File: src/rtl/err_ser_pkg.sv
// Shared types and constants for the error-counter frame serializer and its host-side decoder.
package err_ser_pkg;

   typedef enum logic [1:0] {
      IDLE = 2'd0,
      HDR  = 2'd1,
      DATA = 2'd2,
      PAR  = 2'd3
   } ser_state_e;

   // Default frame header; the host decoder searches for this pattern.
   localparam logic [7:0] DEF_SYNC_WORD = 8'hA5;

   // Bits per frame: header + payload + parity.
   function automatic int unsigned frame_len(input int unsigned sync_w,
                                             input int unsigned n_ch,
                                             input int unsigned cnt_w);
      return sync_w + n_ch * cnt_w + 1;
   endfunction

endpackage

File: src/rtl/err_snapshot_bank.sv
// Snapshot register bank holding all counters, with a per-channel/bit serial read mux.
module err_snapshot_bank #(
   parameter int unsigned N_CH      = 10,
   parameter int unsigned CNT_W     = 12,
   parameter bit          MSB_FIRST = 1'b0,
   parameter int unsigned CH_W      = (N_CH > 1) ? $clog2(N_CH) : 1,
   parameter int unsigned BIC_W     = (CNT_W > 1) ? $clog2(CNT_W) : 1
) (
   input  logic                    clk,
   input  logic                    rst,
   input  logic                    load,
   input  logic [N_CH*CNT_W-1:0]   din,
   input  logic [CH_W-1:0]         ch,
   input  logic [BIC_W-1:0]        bic,
   output logic                    bit_c
);

   localparam int unsigned PAY_W = N_CH * CNT_W;
   localparam int unsigned IDX_W = (PAY_W > 1) ? $clog2(PAY_W) : 1;

   logic [PAY_W-1:0] snap_q;
   logic [PAY_W-1:0] snap_d;
   logic [BIC_W-1:0] bit_sel;
   logic [IDX_W-1:0] idx;

   // Capture all counters at once when loading, otherwise hold.
   always_comb begin
      snap_d = snap_q;
      if (load) begin
         snap_d = din;
      end
   end

   // Snapshot storage.
   always_ff @(posedge clk or posedge rst) begin
      if (rst) begin
         snap_q <= '0;
      end else begin
         snap_q <= snap_d;
      end
   end

   // Select the payload bit for (channel, bit-within-channel) in the configured order.
   always_comb begin
      bit_sel = MSB_FIRST ? (BIC_W'(CNT_W - 1) - bic) : bic;
      idx     = IDX_W'(ch) * IDX_W'(CNT_W) + IDX_W'(bit_sel);
      bit_c   = snap_q[idx];
   end

endmodule

File: src/rtl/err_cnt_frame_serializer.sv
// Serializes a snapshot of N_CH error counters as header + payload + even-parity frames.
module err_cnt_frame_serializer
   import err_ser_pkg::*;
#(
   parameter int unsigned       N_CH       = 10,
   parameter int unsigned       CNT_W      = 12,
   parameter int unsigned       SYNC_W     = 8,
   parameter logic [SYNC_W-1:0] SYNC_WORD  = SYNC_W'(DEF_SYNC_WORD),
   parameter bit                MSB_FIRST  = 1'b0,
   parameter bit                CONTINUOUS = 1'b1
) (
   input  logic                  data_clk,
   input  logic                  reset,
   input  logic                  save_data,
   input  logic [N_CH*CNT_W-1:0] err_cnt,
   output logic                  DATA_OUT,
   output logic                  frame_sync,
   output logic                  busy,
   output logic                  capture_dropped
);

   localparam int unsigned PAY_W  = N_CH * CNT_W;
   localparam int unsigned BIT_W  = (PAY_W > 1) ? $clog2(PAY_W) : 1;
   localparam int unsigned CH_W   = (N_CH > 1) ? $clog2(N_CH) : 1;
   localparam int unsigned BIC_W  = (CNT_W > 1) ? $clog2(CNT_W) : 1;
   localparam int unsigned HDR_IW = (SYNC_W > 1) ? $clog2(SYNC_W) : 1;

   ser_state_e        state_q, state_d;
   logic [BIT_W-1:0]  bit_cnt_q, bit_cnt_d;
   logic [CH_W-1:0]   ch_q, ch_d;
   logic [BIC_W-1:0]  bic_q, bic_d;
   logic              par_q, par_d;
   logic              pend_q, pend_d;
   logic              save_q, save_d;
   logic              data_out_q, data_out_d;
   logic              frame_sync_q, frame_sync_d;
   logic              busy_q, busy_d;
   logic              drop_q, drop_d;

   logic              req;
   logic              load;
   logic              bank_bit;
   logic [HDR_IW-1:0] hdr_idx;

   err_snapshot_bank #(
      .N_CH      (N_CH),
      .CNT_W     (CNT_W),
      .MSB_FIRST (MSB_FIRST),
      .CH_W      (CH_W),
      .BIC_W     (BIC_W)
   ) u_bank (
      .clk   (data_clk),
      .rst   (reset),
      .load  (load),
      .din   (err_cnt),
      .ch    (ch_q),
      .bic   (bic_q),
      .bit_c (bank_bit)
   );

   // Next-state, counters, parity, pending/drop and the registered serial outputs.
   always_comb begin
      state_d      = state_q;
      bit_cnt_d    = bit_cnt_q;
      ch_d         = ch_q;
      bic_d        = bic_q;
      par_d        = par_q;
      pend_d       = pend_q;
      save_d       = save_data;
      data_out_d   = 1'b0;
      frame_sync_d = 1'b0;
      drop_d       = 1'b0;
      load         = 1'b0;
      req          = save_data & ~save_q;
      hdr_idx      = HDR_IW'(SYNC_W - 1) - HDR_IW'(bit_cnt_q);

      unique case (state_q)
         IDLE: begin
            if (req) begin
               load    = 1'b1;
               state_d = HDR;
               par_d   = 1'b0;
            end
         end
         HDR: begin
            data_out_d   = SYNC_WORD[hdr_idx];
            frame_sync_d = (bit_cnt_q == '0);
            if (bit_cnt_q == BIT_W'(SYNC_W - 1)) begin
               state_d   = DATA;
               bit_cnt_d = '0;
            end else begin
               bit_cnt_d = bit_cnt_q + BIT_W'(1);
            end
         end
         DATA: begin
            data_out_d = bank_bit;
            par_d      = par_q ^ bank_bit;
            if (bit_cnt_q == BIT_W'(PAY_W - 1)) begin
               state_d   = PAR;
               bit_cnt_d = '0;
               ch_d      = '0;
               bic_d     = '0;
            end else begin
               bit_cnt_d = bit_cnt_q + BIT_W'(1);
               if (bic_q == BIC_W'(CNT_W - 1)) begin
                  bic_d = '0;
                  ch_d  = ch_q + CH_W'(1);
               end else begin
                  bic_d = bic_q + BIC_W'(1);
               end
            end
         end
         PAR: begin
            data_out_d = par_q;
            // A fresh request on the last frame cycle is taken directly, like a consumed pending one.
            if (pend_q || req) begin
               load    = 1'b1;
               state_d = HDR;
               par_d   = 1'b0;
            end else if (CONTINUOUS) begin
               state_d = HDR;
               par_d   = 1'b0;
            end else begin
               state_d = IDLE;
            end
         end
         default: begin
            state_d = IDLE;
         end
      endcase

      if (state_q == PAR) begin
         pend_d = pend_q & req;
      end else if (state_q != IDLE && req) begin
         if (pend_q) begin
            drop_d = 1'b1;
         end else begin
            pend_d = 1'b1;
         end
      end

      busy_d = (state_d != IDLE);
   end

   // State and output registers.
   always_ff @(posedge data_clk or posedge reset) begin
      if (reset) begin
         state_q      <= IDLE;
         bit_cnt_q    <= '0;
         ch_q         <= '0;
         bic_q        <= '0;
         par_q        <= 1'b0;
         pend_q       <= 1'b0;
         save_q       <= 1'b0;
         data_out_q   <= 1'b0;
         frame_sync_q <= 1'b0;
         busy_q       <= 1'b0;
         drop_q       <= 1'b0;
      end else begin
         state_q      <= state_d;
         bit_cnt_q    <= bit_cnt_d;
         ch_q         <= ch_d;
         bic_q        <= bic_d;
         par_q        <= par_d;
         pend_q       <= pend_d;
         save_q       <= save_d;
         data_out_q   <= data_out_d;
         frame_sync_q <= frame_sync_d;
         busy_q       <= busy_d;
         drop_q       <= drop_d;
      end
   end

   assign DATA_OUT        = data_out_q;
   assign frame_sync      = frame_sync_q;
   assign busy            = busy_q;
   assign capture_dropped = drop_q;

endmodule
File: config.mk
export PLATFORM = sky130hd
export DESIGN_NAME = err_cnt_frame_serializer
export DESIGN_NICKNAME = d
export VERILOG_FILES = /design/src/rtl/err_ser_pkg.sv /design/src/rtl/err_snapshot_bank.sv /design/src/rtl/err_cnt_frame_serializer.sv
export SDC_FILE = /design/constraint.sdc
export NUM_CORES = 1
export LEC_CHECK = 0
export CAP_MARGIN = 20
export CORE_UTILIZATION = 59
export CTS_BUF_LIST = sky130_fd_sc_hd__clkbuf_2 sky130_fd_sc_hd__clkbuf_4 sky130_fd_sc_hd__clkbuf_8
export DETAILED_ROUTE_END_ITERATION = 7
export PLACE_DENSITY_LB_ADDON = 0.3
export SLEW_MARGIN = 20
export SYNTH_ARGS = -nofsm -noshare
export SYNTH_HDL_FRONTEND = slang
export SYNTH_SLANG_ARGS = --single-unit
File: constraint.sdc
create_clock -name data_clk -period 10.9 [get_ports data_clk]
set_clock_uncertainty 0.15 [all_clocks]
set_input_delay 1.09 -clock data_clk [delete_from_list [all_inputs] [get_ports data_clk]]
set_output_delay 1.09 -clock data_clk [all_outputs]
set_load 0.005 [all_outputs]
==> results of run 1 <==
-- final cells by class --
class | instances | area share
flip-flops and latches | 144 | 0.409
multi-input cells | 337 | 0.365
repair buffers | 132 | 0.148
clock buffers | 20 | 0.0305
clock inverters | 11 | 0.0212
well taps | 143 | 0.0203
inverters | 12 | 0.00568
-- how the worst min path moves through the flow --
stage                     cells after the start         startpoint                end
after floorplan                               1  u_bank.snap_q[65]  u_bank.snap_q[65]
after global placement                        1  u_bank.snap_q[83]  u_bank.snap_q[83]
after detailed placement                      1  u_bank.snap_q[62]  u_bank.snap_q[62]
after CTS                                     1  u_bank.snap_q[62]  u_bank.snap_q[62]
after global routing                          1  u_bank.snap_q[87]  u_bank.snap_q[87]
final                                         1  u_bank.snap_q[17]  u_bank.snap_q[17]
-- synthesized netlist by cell type (all sizes together) (3+ instances only) --
cell,n
nand4b,3
xor2,5
nand2,18
o21ai,11
buf,24
a21oi,10
dfrtp,144
nand3,21
mux4,18
ha,12
nand4,10
nor3b,3
nor2,20
nor2b,5
nor4,3
clkbuf,6
xnor2,8
inv,12
a22oi,6
and3,3
nand2b,3
mux2i,22
mux2,123
-- cells in the final DEF (no fill, tap or decap), types with 6 or more instances in the layout --
cell,netlist,routed
buf_4,3,6
nand2_1,18,18
a22oi_1,6,6
nand4_1,10,10
ha_1,12,12
clkbuf_8,0,19
inv_1,11,10
dfrtp_1,144,143
mux4_2,17,17
o21ai_0,9,9
a21oi_1,10,10
nor2_1,20,19
mux2_2,122,122
nand3_1,21,21
xnor2_1,8,8
clkdlybuf4s50_1,0,126
mux2i_1,22,22
-- logic make-up after synthesis --
logic type               after synthesis  share of synthesized area
multiplexers                         163                      0.286
flip-flops                           144                      0.512
AND/OR/NAND/NOR                       97                     0.0718
AO/OA/AOI/OAI                         50                     0.0513
buffers and inverters                 42                     0.0332
adder cells (fa/ha/maj)               14                     0.0270
XOR/XNOR                              13                     0.0188
-- per-layer routing --
| layer | vias up | GRT usage | wire (um) |
|---|---|---|---|
| li1 | 2173 | - | - |
| met1 | 2429 | 0.336 | 6460 |
| met2 | 133 | 0.473 | 8380 |
| met3 | 32 | 0.0765 | 718 |
| met4 | 0 | 0.109 | 363 |
| met5 | - | 0 | 0 |
-- power by group through the flow --
| stage | Clock (mW) | Sequential [mW] | Combinational, mW |
|---|---|---|---|
| after floorplan | 0 | 0.596 | 0.0592 |
| after global placement | 0 | 0.600 | 0.114 |
| after detailed placement | 0 | 0.604 | 0.118 |
| after CTS | 0.488 | 0.593 | 0.119 |
| after global routing | 0.512 | 0.598 | 0.127 |
| final | 0.483 | 0.594 | 0.118 |
-- state kept, by name (all words and copies together), names as in the netlist --
register,cells
capture_dropped,1
save_q,1
state_q,2
pend_q,1
bic_q,4
u_bank.snap_q,120
DATA_OUT,1
frame_sync,1
busy,1
bit_cnt_q,7
par_q,1
ch_q,4
==> flow_summary.toml, run 1 <==
[global_routing]
overflow = 0
grt_pass1_wl_um = 25800
grt_pass1_vias = 5027
grt.total_usage = 0.278
antenna_found_initial = 0
grt_max_degree = 77

[floorplan]
initial_utilization = 0.611
die-width_um = 111
die_y_um = 111
std_cell_rows = 39
die_area_um2 = 12400
pin_count = 127
core_area_um2 = 11500

[yosys]
synth-seq-cells = 144
async_reset_ff_frac = 1.00
syn_nets = 660
avgSynthCellArea_um2 = 13.5
synth_cell_type_count = 58
synth_edf_count = 0
synth_ff_type = "dfrtp_1"
yosys.area.top_type_share = 0.512
syn_area_um2 = 7040
ys_seq_area_frac = 0.512
ys_warn_count = 0
syn_inst = 523
ys_top_cells_by_area = "dfrtp_1 51%, mux2_2 20%, mux4_2 5.4%, mux2i_1 3.1%, ha_1 2.1%"
yosysTopAreaCell = "dfrtp_1"

[setup_path]
r2r_setup_slack_ns = 7.38
reg2reg_depth = 8
crit_family = "compound AO/OA/AOI/OAI gates"
crit_fanout = 8
crit_buf_inv = 0
cpPeakStageDelay_ns = 0.74
cp-startpoint = "ch_q[1]"
cp-endpoint = "DATA_OUT"
critPathRequiredTime_ns = 11.13
cp-end-kind = "flop"
cp.depth = 8
path_class = "flop to flop"
cp-start-kind = "flop"
worst_r2r_endpoint = "DATA_OUT"
timing.rr.start = "ch_q[1]"
cp_cell_sequence = "ha_1 -> fa_1 -> xnor2_1 -> nand4_1 -> a41o_1 -> a221oi_2 -> o31ai_1 -> a21oi_1"
worst_ep_arrival_time_ns = 3.75
crit_path_top_delay_cell = "xnor2_1"

[layout]
diodes = 0
nFillCells = 732
seq_area_um2 = 3600
final_layout_size_suffix_gt1_frac = 0.282
instances_no_fill = 799
multi_input_area_um2 = 3210
final_util = 0.765
finalInstanceArea_um2 = 8810
synthToLayoutAreaGrowth_pct = 25.1
fin_nets = 781

[sta]
setup_tns_ns = 0
fin_crit_sh = 0.323
slew-limit-headroom = 0.359
fmax_mhz = 284
rsz0062_at_grt = "no"
slew_viol_final = 0
worst-slew-pin-transition_ns = 0.962
timing.hold.ws_ns = 0.357
finalHoldViolCount = 0
layout_setup_ws_ns = 7.38
min_period_ns = 3.52
setup_viol = 0

[clock_tree]
postCtsSetupBuffers = 0
cts_resized = 0
cts_buffers = 17
clock_path_buffers = 2
htree_num_levels = 4
cts_tree = "done"
postCtsHoldBufs = 0
clkSinkCount = 144
clock_latency_ns = 0.47
clockRootBuffer = "clkbuf_8"
clk_pin_slew_ns = 0.08

[routing]
num_vias = 4767
drtAntennaViolNets = 0
drt_pass1_iterations = 7
drt_iter0_markers = 290
viasPerCell = 5.97
wl_um = 15900
wl_per_cell_um = 19.9
drc_errors = 10

[placed_design]
post-place-ws_ns = 7.43
hpwl_um = 11000
numPlacedInstances = 768
portBuffers = 126
globalplace.congestion = 0.847
place_area_um2 = 8350

[power_and_ir_drop]
vdd_drop_max_v = 0.000107
power_switching_mw = 0.258
p_per_area_nw_per_um2 = 136
power.total_mw = 1.19
combPwrFrac = 0.098
p_clk_frac = 0.405
p_leak_nw = 3.61
sw_frac_of_total = 0.216
cellInternalPower_mw = 0.936
pwr-share-seq = 0.497

[hold_path]
min_path_type = "flop to flop"

[status]
status = "finished, violations left"
violations = "DRC"

[run]
maxCapViolations = 0
(Power assumes the default switching activity.)
==> run 2: changes to the inputs <==
--- a/config.mk
+++ b/config.mk
@@ -6,7 +6,7 @@
 export NUM_CORES = 1
 export LEC_CHECK = 0
 export CAP_MARGIN = 20
-export CORE_UTILIZATION = 59
+export CORE_UTILIZATION = 55
 export CTS_BUF_LIST = sky130_fd_sc_hd__clkbuf_2 sky130_fd_sc_hd__clkbuf_4 sky130_fd_sc_hd__clkbuf_8
 export DETAILED_ROUTE_END_ITERATION = 7
 export PLACE_DENSITY_LB_ADDON = 0.3
==> constraint.sdc (replaced) <==
create_clock -name data_clk -period 3.3 [get_ports data_clk]
set_clock_uncertainty 0.15 [all_clocks]
set_input_delay 0.33 -clock data_clk [delete_from_list [all_inputs] [get_ports data_clk]]
set_output_delay 0.33 -clock data_clk [all_outputs]
set_load 0.005 [all_outputs]
==> run 2 against run 1 <==
  * The flow now finishes without violations
  * Non-clock buffer count rose by 3
  * Die area rose by 7.1%
  * Hold slack lost 0.12 ns
  * Final area hardly changed
  * Setup slack got worse by 7.1 ns
  * Final cell count up 3.6%
  * Wire length shrank 5.4%
  * Critical path type unchanged
==> flow_summary.toml, run 2 (synthesis results as in run 1) <==
[clock_tree]
cts_tree = "done"
postCtsSetupBuffers = 0
postCtsHoldBufs = 0
clock_path_buffers = 2
clk_pin_slew_ns = 0.07
htree_num_levels = 4
clockRootBuffer = "clkbuf_8"
clkSinkCount = 144
clock_latency_ns = 0.45
cts_buffers = 17
cts_resized = 0

[setup_path]
crit_fanout = 5
critPathRequiredTime_ns = 3.48
cp-start-kind = "flop"
worst_ep_arrival_time_ns = 3.19
cp-end-kind = "flop"
path_class = "flop to flop"

[routing]
wl_um = 15100
drc_errors = 0
drt_iter0_markers = 251
drtAntennaViolNets = 0
wl_per_cell_um = 18.2
num_vias = 4669
viasPerCell = 5.64
drt_pass1_iterations = 4

[run]
maxCapViolations = 0

[layout]
fin_nets = 784
final_layout_size_suffix_gt1_frac = 0.291
top_register = "u_bank.snap_q"
final_common_cell = "dfrtp_1"
synthToLayoutAreaGrowth_pct = 25.1
layout_common_cells = "142 x dfrtp_1, 126 x clkdlybuf4s50_1, 122 x mux2_2"
diodes = 0
instances_no_fill = 828
reg_top3 = "u_bank.snap_q: 120 flops, bit_cnt_q: 7 flops"
largest_reg_flops = 120

[sta]
finalHoldViolCount = 0
layout_setup_ws_ns = 0.291
timing.hold.ws_ns = 0.237
min_period_ns = 3.01
setup_viol = 0
setup_tns_ns = 0
fin_crit_sh = 0.912
slew-limit-headroom = 0.488
rsz0062_at_grt = "no"
fmax_mhz = 332
slew_viol_final = 0
worst-slew-pin-transition_ns = 0.768

[floorplan]
die_area_um2 = 13300
core_area_um2 = 12300
die_y_um = 115
pin_count = 127
initial_utilization = 0.574
std_cell_rows = 40
die-width_um = 115

[global_routing]
grt_pass1_vias = 4938
busiest_layer = "met2"
grt_max_degree = 145
use_met3 = 0.0785
use_met2 = 0.409
grtUsageMet1 = 0.314
overflow = 0
antenna_found_initial = 0
grt.total_usage = 0.249
grt_pass1_wl_um = 24500

[placed_design]
portBuffers = 126
hpwl_um = 10600
post-place-ws_ns = 0.206
globalplace.congestion = 0.863
numPlacedInstances = 796

[power_and_ir_drop]
p_per_area_nw_per_um2 = 408
vdd_drop_max_v = 0.000290
p_leak_nw = 3.58

[hold_path]
min_path_type = "input pin to flop"

[status]
status = "complete, no violations"
run 2: report_power, final:
| group | internal [mW] | total [mW] | switching, mW |
|---|---|---|---|
| clock network | 0.623 | 1.24 | 0.618 |
| registers | 1.89 | 1.96 | 0.0675 |
| logic | 0.265 | 0.391 | 0.126 |
run 2: critical path: stages, from the launching register on:
cell      delay [ns]
dfrtp_1         0.43
ha_1            0.26
fa_2            0.67
nand2_1         0.12
o32a_1          0.31
a22oi_1         0.33
a41o_1          0.16
a221oi_2        0.05
o32ai_1         0.28
nand3b_1        0.11
run 2: layer usage:
layer  vias up  wire length [um]
li1       2178                 -
met1      2354              6500
met2       106              7520
met3        31               694
met4         0               345
met5         -                 0
run 2: cell type report:
type	instances	area, um2
fill	846	3460
timing repair buffer	135	1370
multi-input combinational	337	3220
tap	168	210
clock buffer	27	322
sequential	144	3610
clock inverter	5	31.3
inverter	12	48.8
run 2: worst paths after layout:
check	to	cells past startpoint	start	slack [ns]
worst max-delay path	par_q	9	ch_q[1]	0.29
worst min-delay path	save_q	1	save_data	0.24
worst max register to register	par_q	9	ch_q[1]	0.29
worst min register to register	u_bank.snap_q[41]	1	u_bank.snap_q[41]	0.36
max in group asynchronous	bit_cnt_q[3]	3	reset	2.13
min in group asynchronous	u_bank.snap_q[84]	3	reset	0.28
run 2: metrics by stage:
stage | utilization | area [um2] | total power, mW
6_report | 0.718 | 8810 | 3.59
5_1_grt | 0.718 | 8810 | 3.75
4_1_cts | 0.717 | 8800 | 3.63
3_5_place_dp | 0.689 | 8440 | 2.39
3_3_place_gp | 0.689 | 8440 | 2.36
2_1_floorplan | - | 7050 | 2.16
